## src/rtl/_regfile32_pkg.sv

```systemverilog
// rtl/_regfile32_pkg.sv - shared constants and one-hot classification for the register file
package _regfile32_pkg;

  localparam int XLEN_DEF = 32;
  localparam int NREG     = 32;
  localparam logic [4:0] REG_ZERO = 5'd0;

  typedef struct packed {
    logic valid;
    logic zero;
    logic multi;
  } onehot_t;

  function automatic onehot_t onehot_class(input logic [NREG-1:0] vec);
    int unsigned cnt;
    onehot_t r;
    cnt = 0;
    for (int i = 0; i < NREG; i++) begin
      cnt += 32'(vec[i]);
    end
    r.valid = (cnt == 1);
    r.zero  = (cnt == 0);
    r.multi = (cnt > 1);
    return r;
  endfunction

endpackage

```

## src/rtl/_regfile32_if.sv

```systemverilog
// rtl/_regfile32_if.sv - write/read/error bus of the register file
interface _regfile32_if #(
  parameter int XLEN = 32,
  parameter int ERRW = 8
);
  logic            we;
  logic [31:0]     wsel;
  logic [XLEN-1:0] wdata;
  logic [4:0]      ra1;
  logic [4:0]      ra2;
  logic [XLEN-1:0] rd1;
  logic [XLEN-1:0] rd2;
  logic            sel_err;
  logic [ERRW-1:0] err_cnt;

  modport master (
    output we, wsel, wdata, ra1, ra2,
    input  rd1, rd2, sel_err, err_cnt
  );

  modport slave (
    input  we, wsel, wdata, ra1, ra2,
    output rd1, rd2, sel_err, err_cnt
  );
endinterface

```

## src/rtl/_onehot_chk32.sv

```systemverilog
// rtl/_onehot_chk32.sv - combinational one-hot classifier for 32-bit decoded buses
module _onehot_chk32
  import _regfile32_pkg::*;
(
  input  logic [31:0] vec,
  output logic        valid,
  output logic        zero,
  output logic        multi
);

  onehot_t cls;

  always_comb begin
    cls   = onehot_class(vec);
    valid = cls.valid;
    zero  = cls.zero;
    multi = cls.multi;
  end

endmodule

```

## src/rtl/_regfile32.sv

```systemverilog
// rtl/_regfile32.sv - 32x32 register file with one-hot write select, bypass and select-error tracking
module _regfile32
  import _regfile32_pkg::*;
#(
  parameter int XLEN   = XLEN_DEF,
  parameter bit BYPASS = 1'b1,
  parameter int ERRW   = 8
) (
  input logic        clk,
  input logic        rst,
  _regfile32_if.slave bus
);

  logic [XLEN-1:0] regs [1:NREG-1];
  logic            sel_err_q;
  logic [ERRW-1:0] err_cnt_q;

  logic sel_valid;
  logic sel_zero;
  logic sel_multi;
  logic illegal;

  _onehot_chk32 u_chk (
    .vec   (bus.wsel),
    .valid (sel_valid),
    .zero  (sel_zero),
    .multi (sel_multi)
  );

  assign illegal = sel_zero | sel_multi;

  // x0 has no storage: the loop starts at 1, so a valid select of bit 0 writes nothing
  always_ff @(posedge clk) begin
    if (rst) begin
      for (int i = 1; i < NREG; i++) begin
        regs[i] <= '0;
      end
      sel_err_q <= 1'b0;
      err_cnt_q <= '0;
    end else if (bus.we) begin
      if (sel_valid) begin
        for (int i = 1; i < NREG; i++) begin
          if (bus.wsel[i]) regs[i] <= bus.wdata;
        end
      end else if (illegal) begin
        sel_err_q <= 1'b1;
        if (err_cnt_q != '1) err_cnt_q <= err_cnt_q + ERRW'(1);
      end
    end
  end

  logic [XLEN-1:0] st1;
  logic [XLEN-1:0] st2;
  logic            fwd_ok;
  logic            byp1;
  logic            byp2;

  always_comb begin
    st1 = '0;
    st2 = '0;
    for (int i = 1; i < NREG; i++) begin
      if (bus.ra1 == 5'(i)) st1 = regs[i];
      if (bus.ra2 == 5'(i)) st2 = regs[i];
    end
  end

  // Forwarding only for a legal write that will actually land; never during reset
  assign fwd_ok = BYPASS && !rst && bus.we && sel_valid;
  assign byp1   = fwd_ok && (bus.ra1 != REG_ZERO) && bus.wsel[bus.ra1];
  assign byp2   = fwd_ok && (bus.ra2 != REG_ZERO) && bus.wsel[bus.ra2];

  assign bus.rd1     = byp1 ? bus.wdata : st1;
  assign bus.rd2     = byp2 ? bus.wdata : st2;
  assign bus.sel_err = sel_err_q;
  assign bus.err_cnt = err_cnt_q;

endmodule

```

## src/flat_wrapper.sv

```systemverilog
// flat-port wrapper written by rule: the top's interface ports become plain ports
module _regfile32_flat import _regfile32_pkg::*;
#(
  parameter int XLEN   = XLEN_DEF,
  parameter bit BYPASS = 1'b1,
  parameter int ERRW   = 8
)
  (clk, rst, bus_we, bus_wsel, bus_wdata, bus_ra1, bus_ra2, bus_rd1, bus_rd2, bus_sel_err, bus_err_cnt);
  _regfile32_if #(.XLEN(XLEN), .ERRW(ERRW)) bus_i ();
  input logic clk;
  input logic rst;
  input wire logic [$bits(bus_i.we)-1:0] bus_we;
  input wire logic [$bits(bus_i.wsel)-1:0] bus_wsel;
  input wire logic [$bits(bus_i.wdata)-1:0] bus_wdata;
  input wire logic [$bits(bus_i.ra1)-1:0] bus_ra1;
  input wire logic [$bits(bus_i.ra2)-1:0] bus_ra2;
  output wire logic [$bits(bus_i.rd1)-1:0] bus_rd1;
  output wire logic [$bits(bus_i.rd2)-1:0] bus_rd2;
  output wire logic [$bits(bus_i.sel_err)-1:0] bus_sel_err;
  output wire logic [$bits(bus_i.err_cnt)-1:0] bus_err_cnt;
  assign bus_i.we = bus_we;
  assign bus_i.wsel = bus_wsel;
  assign bus_i.wdata = bus_wdata;
  assign bus_i.ra1 = bus_ra1;
  assign bus_i.ra2 = bus_ra2;
  assign bus_rd1 = bus_i.rd1;
  assign bus_rd2 = bus_i.rd2;
  assign bus_sel_err = bus_i.sel_err;
  assign bus_err_cnt = bus_i.err_cnt;
  _regfile32 #(.XLEN(XLEN), .BYPASS(BYPASS), .ERRW(ERRW)) u_core (.clk(clk), .rst(rst), .bus(bus_i));
endmodule
```

## config.mk

```make
export PLATFORM = sky130hd
export DESIGN_NAME = _regfile32_flat
export DESIGN_NICKNAME = d
export VERILOG_FILES = /design/src/rtl/_regfile32_pkg.sv /design/src/rtl/_regfile32_if.sv /design/src/rtl/_onehot_chk32.sv /design/src/rtl/_regfile32.sv /design/src/flat_wrapper.sv
export SDC_FILE = /design/constraint.sdc
export NUM_CORES = 2
export LEC_CHECK = 0
export ABC_AREA = 1
export CAP_MARGIN = 5
export CORE_UTILIZATION = 45
export CTS_BUF_LIST = sky130_fd_sc_hd__clkbuf_16
export CTS_CLUSTER_SIZE = 40
export DETAILED_ROUTE_END_ITERATION = 12
export HOLD_SLACK_MARGIN = 0.15
export SYNTH_ARGS = -nofsm -noshare
export SYNTH_HDL_FRONTEND = slang
export SYNTH_SLANG_ARGS = --single-unit
```

## constraint.sdc

```tcl
create_clock -name clk -period 9.7 [get_ports clk]
set_clock_uncertainty 0.15 [all_clocks]
set_input_delay 0.97 -clock clk [delete_from_list [all_inputs] [get_ports clk]]
set_output_delay 0.97 -clock clk [all_outputs]
set_load 0.05 [all_outputs]
```

## After elaboration in Yosys (flattened, before gate mapping)

Memory sizes are Yosys's and may differ from the RTL's.
Cells that the tools add are included.

- $add $sub $neg: 32
- Muxes and demuxes: 256
- Reductions and logical operators: 12
- Bitwise operators: 33
- Equality and inequality tests: 64
- Order comparisons: 3

Operator list:

| operator | number |
|---|---|
| $mux 32 | 95 |
| $eq 5x5->1 const B | 32 |
| $mux 1 | 159 |
| $eq 5x4->1 const B | 16 |
| $eq 5x3->1 const B | 8 |
| $add 31x1->32 | 1 |
| $eq 32x1->1 const B | 1 |
| $gt 32x1->1 const B | 1 |
| $logic_not 32->1 | 1 |
| $or 1x1->1 | 32 |
| $add 30x1->31 | 1 |
| $add 29x1->30 | 1 |
| $add 28x1->29 | 1 |
| $add 27x1->28 | 1 |
| $add 26x1->27 | 1 |
| $add 25x1->26 | 1 |
| $add 24x1->25 | 1 |
| $add 23x1->24 | 1 |
| $add 22x1->23 | 1 |
| $add 21x1->22 | 1 |
| $add 20x1->21 | 1 |
| $add 19x1->20 | 1 |
| $eq 5x2->1 const B | 4 |
| $add 18x1->19 | 1 |
| 28 further kinds | 37 |

- Memories: 1
- Output and inout bits: 73
- Bits of input ports: 77
- Register bits after elaboration: 9
- Logic and storage cells: 403
- Memory bits (writable): 992

Memories:

| name | depth | width | rd ports | clocked after memory_dff | write ports | RTL line | source |
|---|---|---|---|---|---|---|---|
| u_core.regs | 31 | 32 | 31 | 0 | 31 | _regfile32.sv:14 | `logic [XLEN-1:0] regs [1:NREG-1];` |

## Depth between registers and ports, before layout

- Depth after elaboration: 37
- Depth in mapped cells: 27
- Depth with buffers taken out: 26

## By module

From an unflattened synthesis, not the netlist that was laid out.

- Cell total of the unflattened synthesis: 6634
- Area, all modules: 53690.2 um^2

By module, submodules not included:

| module | cells an instance | area each (um^2) | seq. area each (um^2) | times used |
|---|---|---|---|---|
| _regfile32 | 6522 | 52781.9 | 29968.7 | 1 |
| _onehot_chk32 | 112 | 908.4 | 0.0 | 1 |

## Worst setup path after synthesis

No wires, ideal clock.

- Path kind: input -> register
- Start: input port bus_wsel[25]
- End: register, netlist name u_core.regs[0][32]
- Data arrival time: 7.807 ns
- Setup time: 0.466 ns
- Stages on the path: 20
- Required time: 9.084 ns
- Path slack: 1.277 ns
- Buffers on the path: 1
- Cell sequence: inv_1 > fa_1 > fa_1 > inv_1 > fa_1 > inv_1 > fa_1 > fa_1 > fa_1 > inv_1 > ha_1 > fa_1 > nor2_1 > o21ai_0 > nor4_1 > nand2_1 > clkinv_1 > nand2_1 > clkbuf_1 > o21ai_0

RTL lines:

| element | RTL line | source |
|---|---|---|
| from (decl) | flat_wrapper.sv:13 | `input wire logic [$bits(bus_i.wsel)-1:0] bus_wsel;` |

## Worst setup path in the final report

- Start: input port bus_wsel[23]
- End: output port bus_rd1[17]

- Word-level cells in the longest chain between the ends: 14
- Elaborated cells on any way between the ends: 16
- Classes of those cells: add/sub (9); eq/ne (1); mux (3); reduce/logical (3)

Ends and longest elaborated chain:

| element | RTL line | source |
|---|---|---|
| $add 23x1->24 | _regfile32_pkg.sv:19 | `cnt += 32'(vec[i]);` |
| $add 24x1->25 | _regfile32_pkg.sv:19 |  |
| $add 25x1->26 | _regfile32_pkg.sv:19 |  |
| $add 26x1->27 | _regfile32_pkg.sv:19 |  |
| $add 27x1->28 | _regfile32_pkg.sv:19 |  |
| $add 28x1->29 | _regfile32_pkg.sv:19 |  |
| $add 29x1->30 | _regfile32_pkg.sv:19 |  |
| $add 30x1->31 | _regfile32_pkg.sv:19 |  |
| $add 31x1->32 | _regfile32_pkg.sv:19 |  |
| $eq 32x1->1 | _regfile32_pkg.sv:21 | `r.valid = (cnt == 1);` |
| $logic_and 1x1->1 | _regfile32.sv:68 | `assign fwd_ok = BYPASS && !rst && bus.we && sel_valid;` |
| $logic_and 1x1->1 | _regfile32.sv:69 | `assign byp1 = fwd_ok && (bus.ra1 != REG_ZERO) && bus.wsel[bus.ra1];` |
| $logic_and 1x1->1 * | _regfile32.sv:69 |  |
| $mux 32 * | _regfile32.sv:72 | `assign bus.rd1 = byp1 ? bus.wdata : st1;` |
| to (decl) | flat_wrapper.sv:17 | `output wire logic [$bits(bus_i.rd1)-1:0] bus_rd1;` |

Mark *: on every way between the ends. The rest lies on a longest branch, timed or not. The select of a mux whose other input is x is not followed.

==> impl_metrics.toml <==
[layout]
layout_common_cells = "1791 x nand2_1, 1682 x nor2_1, 992 x edfxtp_1, 589 x inv_1, 542 x nand4_1"
layout-drive-gt1-share_pct = 7.29
seqCellArea_sq_um = 30000
n_antenna_cell = 0
multiInputGateArea_sq_um = 19800
final_common_cell = "nand2_1"
syn_to_final_growth_pct = 14.1
nNetsFinal = 6620
nFillCells = 10734
instances_no_fill = 8126

[yosys]
synth.distinct_cells = 36
ys_seq_area_share_pct = 56.1
netlist_top_cells_area = "edfxtp_1 56%, nand2_1 13%, nor2_1 12%"
synth_edf_count = 992
syn_nets = 6623
ys.flop_type = "edfxtp_1"
syn_area_per_cell_sq_um = 8.20
synthArstFlopShare_pct = 0
synth.cell_area_sq_um = 53400
ys_ff_latch = 1001
synth_top_area_cell = "edfxtp_1"
netlist.area_leader.share_pct = 55.8
yosysWarnings = 0
synth_cells = 6514

[pwr]
leakage_nw = 24.0
powerDensity_nw_per_um2 = 228
ir_worst_vdd_v = 0.000164
total_power_w = 0.0139

[outcome]
outcome = "completed"

[route]
wl_per_cell_um = 26.5
routed_via_density = 5.90
drt_wl_total_um = 215000
drtIter0Drc = 7288
dr_total_vias = 47970
ant_nets = 0
route.detailed.drc = 0
firstDrtPassIters = 8

[global_route]
grt_pass1_wl_um = 307000
groute.usage.overall_pct = 35.2
grt_pass1_vias = 43925
overflow = 0
antenna_found_initial = 6
grt_max_degree = 69

[die]
start_util_pct = 45.7
ioPinCount = 150
die_y_um = 346
die_w_um = 346
core-area_sq_um = 117000
rows = 125
die_area_sq_um = 120000

[cts]
htreeDepth = 3
ctsResizeCount = 0
ctsHoldBuffers = 0
cts_root_buf = "clkbuf_16"
cts_tree = "done"
cts.sinks = 1001
cts_buffers = 110
post_cts_buffers = 0
clock_latency_ns = 0.72
path_clk_slew_ns = 0.06
clk_path_buf_depth = 3

[min_path]
min_path_type = "flop to flop"

[critical_path]
end_kind = "output port"
path_buf_inv = 8
crit_path_top_delay_cell = "clkdlybuf4s50_1"
cpMostUsedCell = "fa_1"
critPathTopFamily = "adder cells"
startpoint_type = "input port"
worstPathMaxFanout = 28
crit_required_ns = 8.58
crit_path_max_incr_delay_ns = 0.72
critPathKind = "input port to output port"
crit_arrival_ns = 7.75

[timing]
setup_viol = 0
tightest_slew_ns = 1.29
max_slew_margin_pct = 13.7
period_minus_slack_ns = 8.87
hold_viol_final = 0
tns_ns = 0
max_clock_freq_ghz = 0.113
slew_viol_final = 0
grt_setup_unrepaired = "no"
fin_crit_sh_pct = 91.5
hold_ws_ns = 0.302

[place]
finalWeightedCongestion = 0.964
dp_cells = 7923
numPortBuffers = 149
dpl.hpwl_um = 138000

[flow_run]
drv_cap = 0
[cells by family after synthesis]
group / after synthesis / synth area share (%)
compound gates: 284 / 3.05
flops: 1001 / 56.1
fa+ha+maj: 32 / 1.09
buf+inv: 1029 / 7.36
simple gates: 4168 / 32.4
[power breakdown]
part / switching [W] / total [W] / leakage, nW / internal, W
registers: 0.000407 / 0.00627 / 9.51 / 0.00586
clock network: 0.00180 / 0.00411 / 1.80 / 0.00231
logic: 0.00253 / 0.00349 / 12.7 / 0.000969
total: 0.00473 / 0.0139 / 24.0 / 0.00914
[Yosys cell counts (8+ instances only)]
cell type	instances
fa_1	24
nand2_1	1794
nand3_1	70
o2111ai_1	35
dfxtp_1	9
edfxtp_1	992
nor3_1	21
nor2_1	1698
o21ai_0	162
or2_2	20
inv_1	567
o22ai_1	20
ha_1	8
buf_1	15
a21oi_1	51
buf_2	34
nand4_1	542
clkbuf_1	396
[registers in the layout, indices dropped and copies added, names as in the netlist]
signal	count
u_core.bus.sel_err	1
u_core.regs	992
u_core.bus.err_cnt	8
[cell type report]
| class | instances | area share (%) |
|---|---|---|
| well taps | 1524 | 3.13 |
| repair buffers | 336 | 5.83 |
| flip-flops and latches | 1001 | 49.2 |
| clock inverters | 90 | 1.07 |
| clock buffers | 113 | 4.64 |
| inverters | 578 | 3.56 |
| multi-input cells | 4484 | 32.5 |
[stage by stage]
step | worst slack, ns | cell area [sq um] | util (%)
floorplan | 1.28 | 53400 | -
global route | 0.545 | 60900 | 52.1
CTS | 0.881 | 60900 | 52.1
finish | 0.829 | 60900 | 52.1
detailed placement | 0.898 | 57400 | 49.1
global placement | 0.974 | 57400 | 49.1
[worst register-to-register path: stages (launching register included)]
cell and delay [ns]:
dfxtp_1 0.37, ha_1 0.25, inv_1 0.06, nor4_1 0.07, a31oi_1 0.46, nand2_1 0.09, nor3_1 0.23, nand2_1 0.11
nor3_1 0.26, nand2_1 0.11, o21ai_0 0.16, a21oi_1 0.05
[path summary, 6_finish.rpt]
path                               from               endpoint  slack (ns)  depth (start not counted)
setup reg to reg  u_core.bus.err_cnt[0]  u_core.bus.err_cnt[7]        7.21                         11
setup / recovery           bus_wsel[23]            bus_rd1[17]        0.83                         25
hold reg to reg      u_core.bus.sel_err     u_core.bus.sel_err        0.30                          2
hold / removal       u_core.bus.sel_err     u_core.bus.sel_err        0.30                          2
[metal layers]
layer  track usage, %  vias to the layer above  wire [um]
met3             8.53                      573      25700
met2             54.8                     3246      97600
met4             19.2                        4      13300
met1             45.0                    22866      78600
met5                0                        -         23
li1                 -                    21281          -
Power figures use the tool's default switching activity.
